[config.mk]
export PLATFORM = sky130hd
export DESIGN_NAME = modmul_ctrl
export DESIGN_NICKNAME = d
export VERILOG_FILES = /design/src/rtl/modmul_ctrl.sv
export SDC_FILE = /design/constraint.sdc
export NUM_CORES = 1
export LEC_CHECK = 0
export CAP_MARGIN = 30
export CORE_MARGIN = 8
export CORE_UTILIZATION = 58
export CTS_CLUSTER_DIAMETER = 60
export CTS_CLUSTER_SIZE = 16
export DETAILED_ROUTE_END_ITERATION = 10
export PLACE_DENSITY = 0.89
export SLEW_MARGIN = 10
export SYNTH_ARGS = -nofsm -noshare
export SYNTH_HDL_FRONTEND = slang
export SYNTH_SLANG_ARGS = --single-unit
export TNS_END_PERCENT = 30
[constraint.sdc]
create_clock -name clk -period 5.2 [get_ports clk]
set_input_delay 1.04 -clock clk [delete_from_list [all_inputs] [get_ports clk]]
set_output_delay 1.04 -clock clk [all_outputs]
set_load 0.03 [all_outputs]
[src/rtl/modmul_ctrl.sv]
// Iterative (A*B) mod M by MSB-first shift-add with two conditional subtractions per bit,
// all on one shared (n+2)-bit carry adder. Optional operand range check: MODMUL_CHECK_EN.
module modmul_ctrl #(
  parameter int n = 4
) (
  input  logic         clk,
  input  logic         rst_n,
  input  logic         start,
  input  logic [n-1:0] A,
  input  logic [n-1:0] B,
  input  logic [n-1:0] M,
  output logic         busy,
  output logic         done,
  output logic [n-1:0] R,
  output logic         err
);

  localparam int AW = n + 2;
  localparam int IW = (n > 1) ? $clog2(n) : 1;

  typedef enum logic [1:0] {IDLE, SHIFT_ADD, RED1, RED2} state_t;

  state_t          state;
  logic [n-1:0]    a_reg, b_reg, m_reg;
  logic [AW-1:0]   acc;
  logic [IW-1:0]   i;

  logic [AW-1:0]   add_x, add_y;
  logic            add_cin;
  logic [AW:0]     sum;

  // The adder either accumulates 2*acc + partial product, or forms acc - M where
  // the carry-out doubles as the acc >= M decision.
  always_comb begin
    add_x   = acc;
    add_y   = ~{2'b00, m_reg};
    add_cin = 1'b1;
    if (state == SHIFT_ADD) begin
      add_x   = {acc[AW-2:0], 1'b0};
      add_y   = b_reg[i] ? {2'b00, a_reg} : '0;
      add_cin = 1'b0;
    end
    sum = {1'b0, add_x} + {1'b0, add_y} + {{AW{1'b0}}, add_cin};
  end

`ifdef MODMUL_CHECK_EN
  logic bad_reg;
`endif

  always_ff @(posedge clk or negedge rst_n) begin
    if (!rst_n) begin
      state <= IDLE;
      a_reg <= '0;
      b_reg <= '0;
      m_reg <= '0;
      acc   <= '0;
      i     <= '0;
      busy  <= 1'b0;
      done  <= 1'b0;
      R     <= '0;
`ifdef MODMUL_CHECK_EN
      err     <= 1'b0;
      bad_reg <= 1'b0;
`endif
    end else begin
      done <= 1'b0;
      case (state)
        IDLE: begin
          if (start) begin
            a_reg <= A;
            b_reg <= B;
            m_reg <= M;
            acc   <= '0;
            i     <= IW'(n - 1);
            busy  <= 1'b1;
            state <= SHIFT_ADD;
`ifdef MODMUL_CHECK_EN
            bad_reg <= (M == '0) || (A >= M) || (B >= M);
            err     <= 1'b0;
`endif
          end
        end
        SHIFT_ADD: begin
`ifdef MODMUL_CHECK_EN
          if (bad_reg) begin
            state <= IDLE;
            busy  <= 1'b0;
            done  <= 1'b1;
            err   <= 1'b1;
            R     <= '0;
          end else begin
            acc   <= sum[AW-1:0];
            state <= RED1;
          end
`else
          acc   <= sum[AW-1:0];
          state <= RED1;
`endif
        end
        RED1: begin
          if (sum[AW]) acc <= sum[AW-1:0];
          state <= RED2;
        end
        RED2: begin
          if (i == '0) begin
            R     <= sum[AW] ? sum[n-1:0] : acc[n-1:0];
            busy  <= 1'b0;
            done  <= 1'b1;
            state <= IDLE;
          end else begin
            i     <= i - 1'b1;
            state <= SHIFT_ADD;
          end
          if (sum[AW]) acc <= sum[AW-1:0];
        end
        default: state <= IDLE;
      endcase
    end
  end

`ifndef MODMUL_CHECK_EN
  assign err = 1'b0;
`endif

endmodule

==> results.txt, run 1 <==
Pint: 769 uW
top-count cell post-synth: dfrtp_1
layout cell share with drive strength beyond 1: 15.6%
total number of vias: 1279
ys async rst share: 100%
fmax: 0.303 GHz
CTS Buf Count: 3
Util after Layout: 69.5%
Slew Limit Fails: 0
worst-margin pin slew: 0.754 ns
maximum level of the CTS H-tree: 1
total track usage: 14.9%
post_cts resized: 0
final-report hold violation count: 0
register area: 701 sq um
crit path buf inv count: 2
ys flop type: dfrtp_1
placed cell count: 207
First DRT Iteration DRCs: 81
gr ovfl total: 0
Synth top area share: 42.2%
Non-Filler Instances: 211
vias per inst: 6.06
Synth Net Count: 188
post-place instance area: 1860 sq um
part of the power in registers: 28.4%
Final setup viols: 0
first-pass iteration count of the detailed router: 4
number of core rows: 19
mean post-synth cell area: 10.3 sq um
Slew headroom: 49.7%
Hold Buf Count CTS: 0
maximum net fanout on the critical path: 24
Detailed Route WL: 3540 um
largest net degree at the start of global routing: 29
RSZ-0062 raised after global routing: false
largest cells by area after synthesis: dfrtp_1, mux2_2, ha_1
chip width: 69.5 um
Synth Warn #: 0
Final min period: 3.31 ns
largest area contributor in the netlist: dfrtp_1
Crit path max-delay family: adder cells
share of the yosys chip area belonging to registers: 42.2%
setup TNS: 0 ns
LEAKAGE: 0.000824 uW
CTS sink cnt: 28
Syn Inst Count: 162
CP Data Required Time: 5.48 ns
n_diodes: 0
switching share of total power: 45.2%
number of global-route vias before repair: 1302
Routability Congestion: 0.858
CTS root buffer: clkbuf_4
Worst Setup Start Kind: register
Total Die Area: 4830 sq um
Nets: 207
initial antenna violation count: 0
Min-Delay Path Class: register to register
Yosys reg bits: 28
CP Data Arrival Time: 3.58 ns
Max Cap Viol: 0
Biggest register: acc
number of port buffers: 20
combinational power share: 63.9%
# DRC: 0
CP max stage delay: 0.66 ns
crit-path cells: inv_1 > ha_1 > nor2_1 > a31oi_1 > fa_1 > inv_1 > fa_1 > nand3_1 > a22oi_4 > nor2_2 > mux2_4 > o21ai_2
Largest register FFs: 6
slowest cell on the critical path: ha_1
kind of critical path: register to register
number of synthesized flops with an enable pin: 0
area of the multi-input gates: 886 sq um
Tcrit/Tclk final: 63.6%
Post-CTS Setup Bufs: 0
Placeable Area: 2730 sq um
fillcell total: 213
crit path capture type: register
Post-DRT Antenna Nets: 0
WL/cell: 16.8 um
worst-skew pair later-pin latency: 0.34 ns
Final Cell Area: 1900 sq um
clock power share: 7.8%
Clk pin slew, worst setup/hold paths: 0.15 ns
Synth cell types: 40
status: complete, no violations
worst-case clock buffer depth: 2
# IOs: 22
Initial Util: 60.8%
PwrDens: 739 nW/um^2
CTS tree: yes
Switch Pwr: 634 uW
area grow syn2layout: 14.3%
global-route wire length before repair: 5950 um
Final Skew: 0.00650 ns
Min Hold Slack: 0.511 ns
cell area after synthesis: 1660 sq um
worst-case vdd ir drop: 500 uV
die height: 69.5 um
Post-DP HPWL: 2710 um
top post-synthesis cells by count: dfrtp_1, nand2_1, mux2_2, o21ai_0, nor2_1
==> power by group through the flow <==
stage          logic (uW)  clock network [uW]  registers, uW
2_1_floorplan         706                   0            399
3_3_place_gp          838                   0            394
3_5_place_dp          887                   0            402
4_1_cts               892                 112            397
5_1_grt               988                 117            410
6_report              896                 109            398
==> worst min-delay path, cell delays in order (launching register included) <==
cell	delay, ns
dfrtp_1	0.38
nand2_1	0.06
o21ai_2	0.05
==> per-stage QoR <==
step | power (uW) | worst slack (ns)
after floorplan | 1100 | 2.06
after global placement | 1230 | 2.13
after detailed placement | 1290 | 1.98
after CTS | 1400 | 1.92
after global routing | 1520 | 1.66
final | 1400 | 1.89
==> cell usage in the layout (no fill, tap or decap), types with 2 or more instances in the layout <==
cell,count
nand3_1,8
clkdlybuf4s50_1,20
mux2_2,15
nor2b_1,2
o21ai_2,2
inv_1,8
nand2_1,18
clkbuf_4,3
dfrtp_1,28
a21oi_1,6
fa_1,2
nor2_1,10
nand2b_1,4
xnor2_1,2
o31ai_1,4
ha_1,9
mux2i_1,2
o311ai_0,2
o21ai_0,14
==> layer usage <==
| layer | share of wire [%] | track usage [%] |
|---|---|---|
| met2 | 51 | 26.6 |
| met1 | 41 | 15.4 |
| met3 | 5.0 | 5.01 |
| met5 | 0 | 0 |
| met4 | 2.9 | 6.61 |
==> path summary, 6_finish.rpt <==
check | from | endpoint | slack (ns) | cells past startpoint
hold reg to reg | R[3] | R[3] | 0.51 | 2
max in group asynchronous | rst_n | R[2] | 3.89 | 2
hold / removal | R[3] | R[3] | 0.51 | 2
min in group asynchronous | rst_n | acc[5] | 1.05 | 2
setup / recovery | state[1] | R[3] | 1.89 | 12
setup reg to reg | state[1] | R[3] | 1.89 | 12
==> kinds of logic after synthesis <==
logic type / Yosys count / synth area share, %
xor+xnor: 2 / 1.05
compound gates: 40 / 16.3
mux: 19 / 13.6
flops: 28 / 42.2
buf+inv: 15 / 4.52
other cells: 1 / 0.226
fa+ha+maj: 11 / 9.19
simple gates: 46 / 12.9
==> layout make-up <==
type | instances | area share, %
Clock buffer | 4 | 1.91
Sequential cell | 28 | 36.9
Tap cell | 31 | 2.04
Inverter | 8 | 1.58
Timing Repair Buffer | 21 | 10.9
Multi-Input combinational cell | 119 | 46.6
Note: power is estimated with default switching activity, not from simulation.
==> run 2: changes to the inputs <==
--- a/config.mk
+++ b/config.mk
@@ -7,11 +7,11 @@
 export LEC_CHECK = 0
 export CAP_MARGIN = 30
 export CORE_MARGIN = 8
-export CORE_UTILIZATION = 58
+export CORE_UTILIZATION = 54
 export CTS_CLUSTER_DIAMETER = 60
 export CTS_CLUSTER_SIZE = 16
 export DETAILED_ROUTE_END_ITERATION = 10
-export PLACE_DENSITY = 0.89
+export PLACE_DENSITY = 0.84
 export SLEW_MARGIN = 10
 export SYNTH_ARGS = -nofsm -noshare
 export SYNTH_HDL_FRONTEND = slang
==> constraint.sdc (replaced) <==
create_clock -name clk -period 3.3 [get_ports clk]
set_input_delay 0.66 -clock clk [delete_from_list [all_inputs] [get_ports clk]]
set_output_delay 0.66 -clock clk [all_outputs]
set_load 0.03 [all_outputs]
==> results.txt, run 2 (synthesis gave the netlist of run 1 again) <==
layout cell share with drive strength beyond 1: 16.0% (+0.47 points)
PwrDens: 1180 nW/um^2 (+60%)
Nets: 208 (+0.48%)
uppermost layer routed: met4
number of port buffers: 20 (unchanged)
Min Hold Slack: 0.506 ns (-0.00493 ns)
largest net degree at the start of global routing: 29 (unchanged)
Initial Util: 55.8% (-5.0 points)
Total Power: 2280 uW (+62%)
maximum level of the CTS H-tree: 1 (unchanged)
gr ovfl total: 0 (unchanged)
Tcrit/Tclk final: 92.6% (+29 points)
final setup margin: 0.244 ns (-1.65 ns)
worst-case clock buffer depth: 2 (unchanged)
Final min period: 3.06 ns (-0.250 ns)
area grow syn2layout: 15.9%
Post-DRT Antenna Nets: 0 (unchanged)
worst-case vdd ir drop: 476 uV (-4.8%)
post-place instance area: 1870 sq um (+0.54%)
first-pass iteration count of the detailed router: 4 (unchanged)
n_diodes: 0 (unchanged)
fillcell total: 224 (+5.2%)
Largest register FFs: 6 (unchanged)
Hold Buf Count CTS: 0 (unchanged)
maximum net fanout on the critical path: 11 (-54%)
# DRC: 0 (unchanged)
RSZ-0062 raised after global routing: false
WL/cell: 16.8 um (+0.30%)
WL met1: 1530 um (+6.3%)
Slew headroom: 66.8% (+17 points)
worst-skew pair later-pin latency: 0.34 ns (about the same)
Crit path max-delay family: adder cells
Final Cell Area: 1930 sq um (+1.4%)
crit path buf inv count: 2 (unchanged)
Worst Setup Start Kind: register
Placeable Area: 2980 sq um (+8.9%)
total number of vias: 1268 (-0.86%)
Post-CTS Setup Bufs: 0 (unchanged)
LEAKAGE: 0.000836 uW (+1.5%)
crit-path cells: inv_1 > ha_1 > nor2_1 > a31oi_1 > fa_1 > inv_1 > fa_1 > nand3_1 > a22oi_4 > nor2_2 > mux2_4 > o21ai_2
Slew Limit Fails: 0 (unchanged)
number of global-route vias before repair: 1329 (+2.1%)
Clk pin slew, worst setup/hold paths: 0.16 ns (about the same)
met2 WL: 1930 um (+6.1%)
CTS Buf Count: 3 (unchanged)
kind of critical path: register to register
worst-margin pin slew: 0.497 ns (-0.258 ns)
number of core rows: 20 (+1)
Min-Delay Path Class: register to register
post_cts resized: 0 (unchanged)
initial antenna violation count: 0 (unchanged)
First DRT Iteration DRCs: 75 (-7.4%)
final-report hold violation count: 0 (unchanged)
chip width: 71.5 um (+2.8%)
slowest cell on the critical path: dfrtp_1
Max Cap Viol: 0 (unchanged)
Detailed Route WL: 3600 um (+1.7%)
CP Data Required Time: 3.58 ns (-1.90 ns)
status: complete, no violations
CP max stage delay: 0.45 ns (-0.21 ns)
Post-DP HPWL: 2790 um (+3.0%)
Biggest register: acc
fmax: 0.327 GHz (+8.2%)
die height: 71.5 um (+2.8%)
Final setup viols: 0 (unchanged)
CP Data Arrival Time: 3.34 ns (-0.24 ns)
Total Die Area: 5110 sq um (+5.7%)
total track usage: 14.5% (-0.45 points)
crit path capture type: register
most common library cell in the layout ignoring fill and taps: dfrtp_1
setup TNS: 0 ns (unchanged)
vias per inst: 5.93 (-2.2%)
Final Skew: 0.0109 ns (+0.00436 ns)
CTS root buffer: clkbuf_4
# IOs: 22 (unchanged)
most frequent cells in the layout: dfrtp_1, clkdlybuf4s50_1, nand2_1, mux2_2, o21ai_0
CTS sink cnt: 28 (unchanged)
CTS tree: yes
pre-CTS setup slack: 0.293 ns (-1.69 ns)
Routability Congestion: 0.933 (+8.7%)
WL met3: 114 um (-36%)
global-route wire length before repair: 6090 um (+2.3%)
## run 2: cell count changes in the layout (fill, tap and decap cells not counted), sizes merged
cell	delta
clkbuf	-1
bufinv	+1
buf	+1
## run 2: final cells by class
cell class | instances | area (sq um) | share of cell area (%)
tap | 33 | 41.3 | 2.14
timing repair buffer | 22 | 215 | 11.2
inverter | 8 | 30.0 | 1.56
multi-input combinational | 119 | 886 | 46.0
clock inverter | 1 | 30.0 | 1.56
sequential | 28 | 701 | 36.4
clock buffer | 3 | 22.5 | 1.17
## run 2: worst min-delay path: cells and delay by family, from the launching register on
kind	cells	cell delay, ns
AOI/OAI and AO/OA	1	0.06
DFF	1	0.38
and+or+nand+nor	1	0.05
## run 2: metal layers
layer / global-route usage (%) / vias up
met5: 0 / -
met4: 3.63 / 0
met3: 3.07 / 4
met2: 26.2 / 23
met1: 16.9 / 632
li1: - / 609
## run 2: per-stage QoR
step	cells	util, %
global placement	210	62.9
finish	214	64.7
detailed placement	210	62.9
floorplan	162	-
CTS	214	64.7
global route	214	64.7
## run 2: worst paths after layout
| kind | startpoint | to | slack, ns | cells past startpoint |
|---|---|---|---|---|
| hold reg to reg | R[1] | R[1] | 0.51 | 2 |
| hold / removal | R[1] | R[1] | 0.51 | 2 |
| min in group asynchronous | rst_n | acc[3] | 0.67 | 2 |
| setup / recovery | state[1] | R[3] | 0.24 | 12 |
| setup reg to reg | state[1] | R[3] | 0.24 | 12 |
| max in group asynchronous | rst_n | b_reg[1] | 2.36 | 2 |
## run 2: power by group
group	internal [uW]	total, uW	switching (uW)
Combinational	643	1420	777
Clock	123	231	108
Sequential	506	629	123
Total	1270	2280	1010
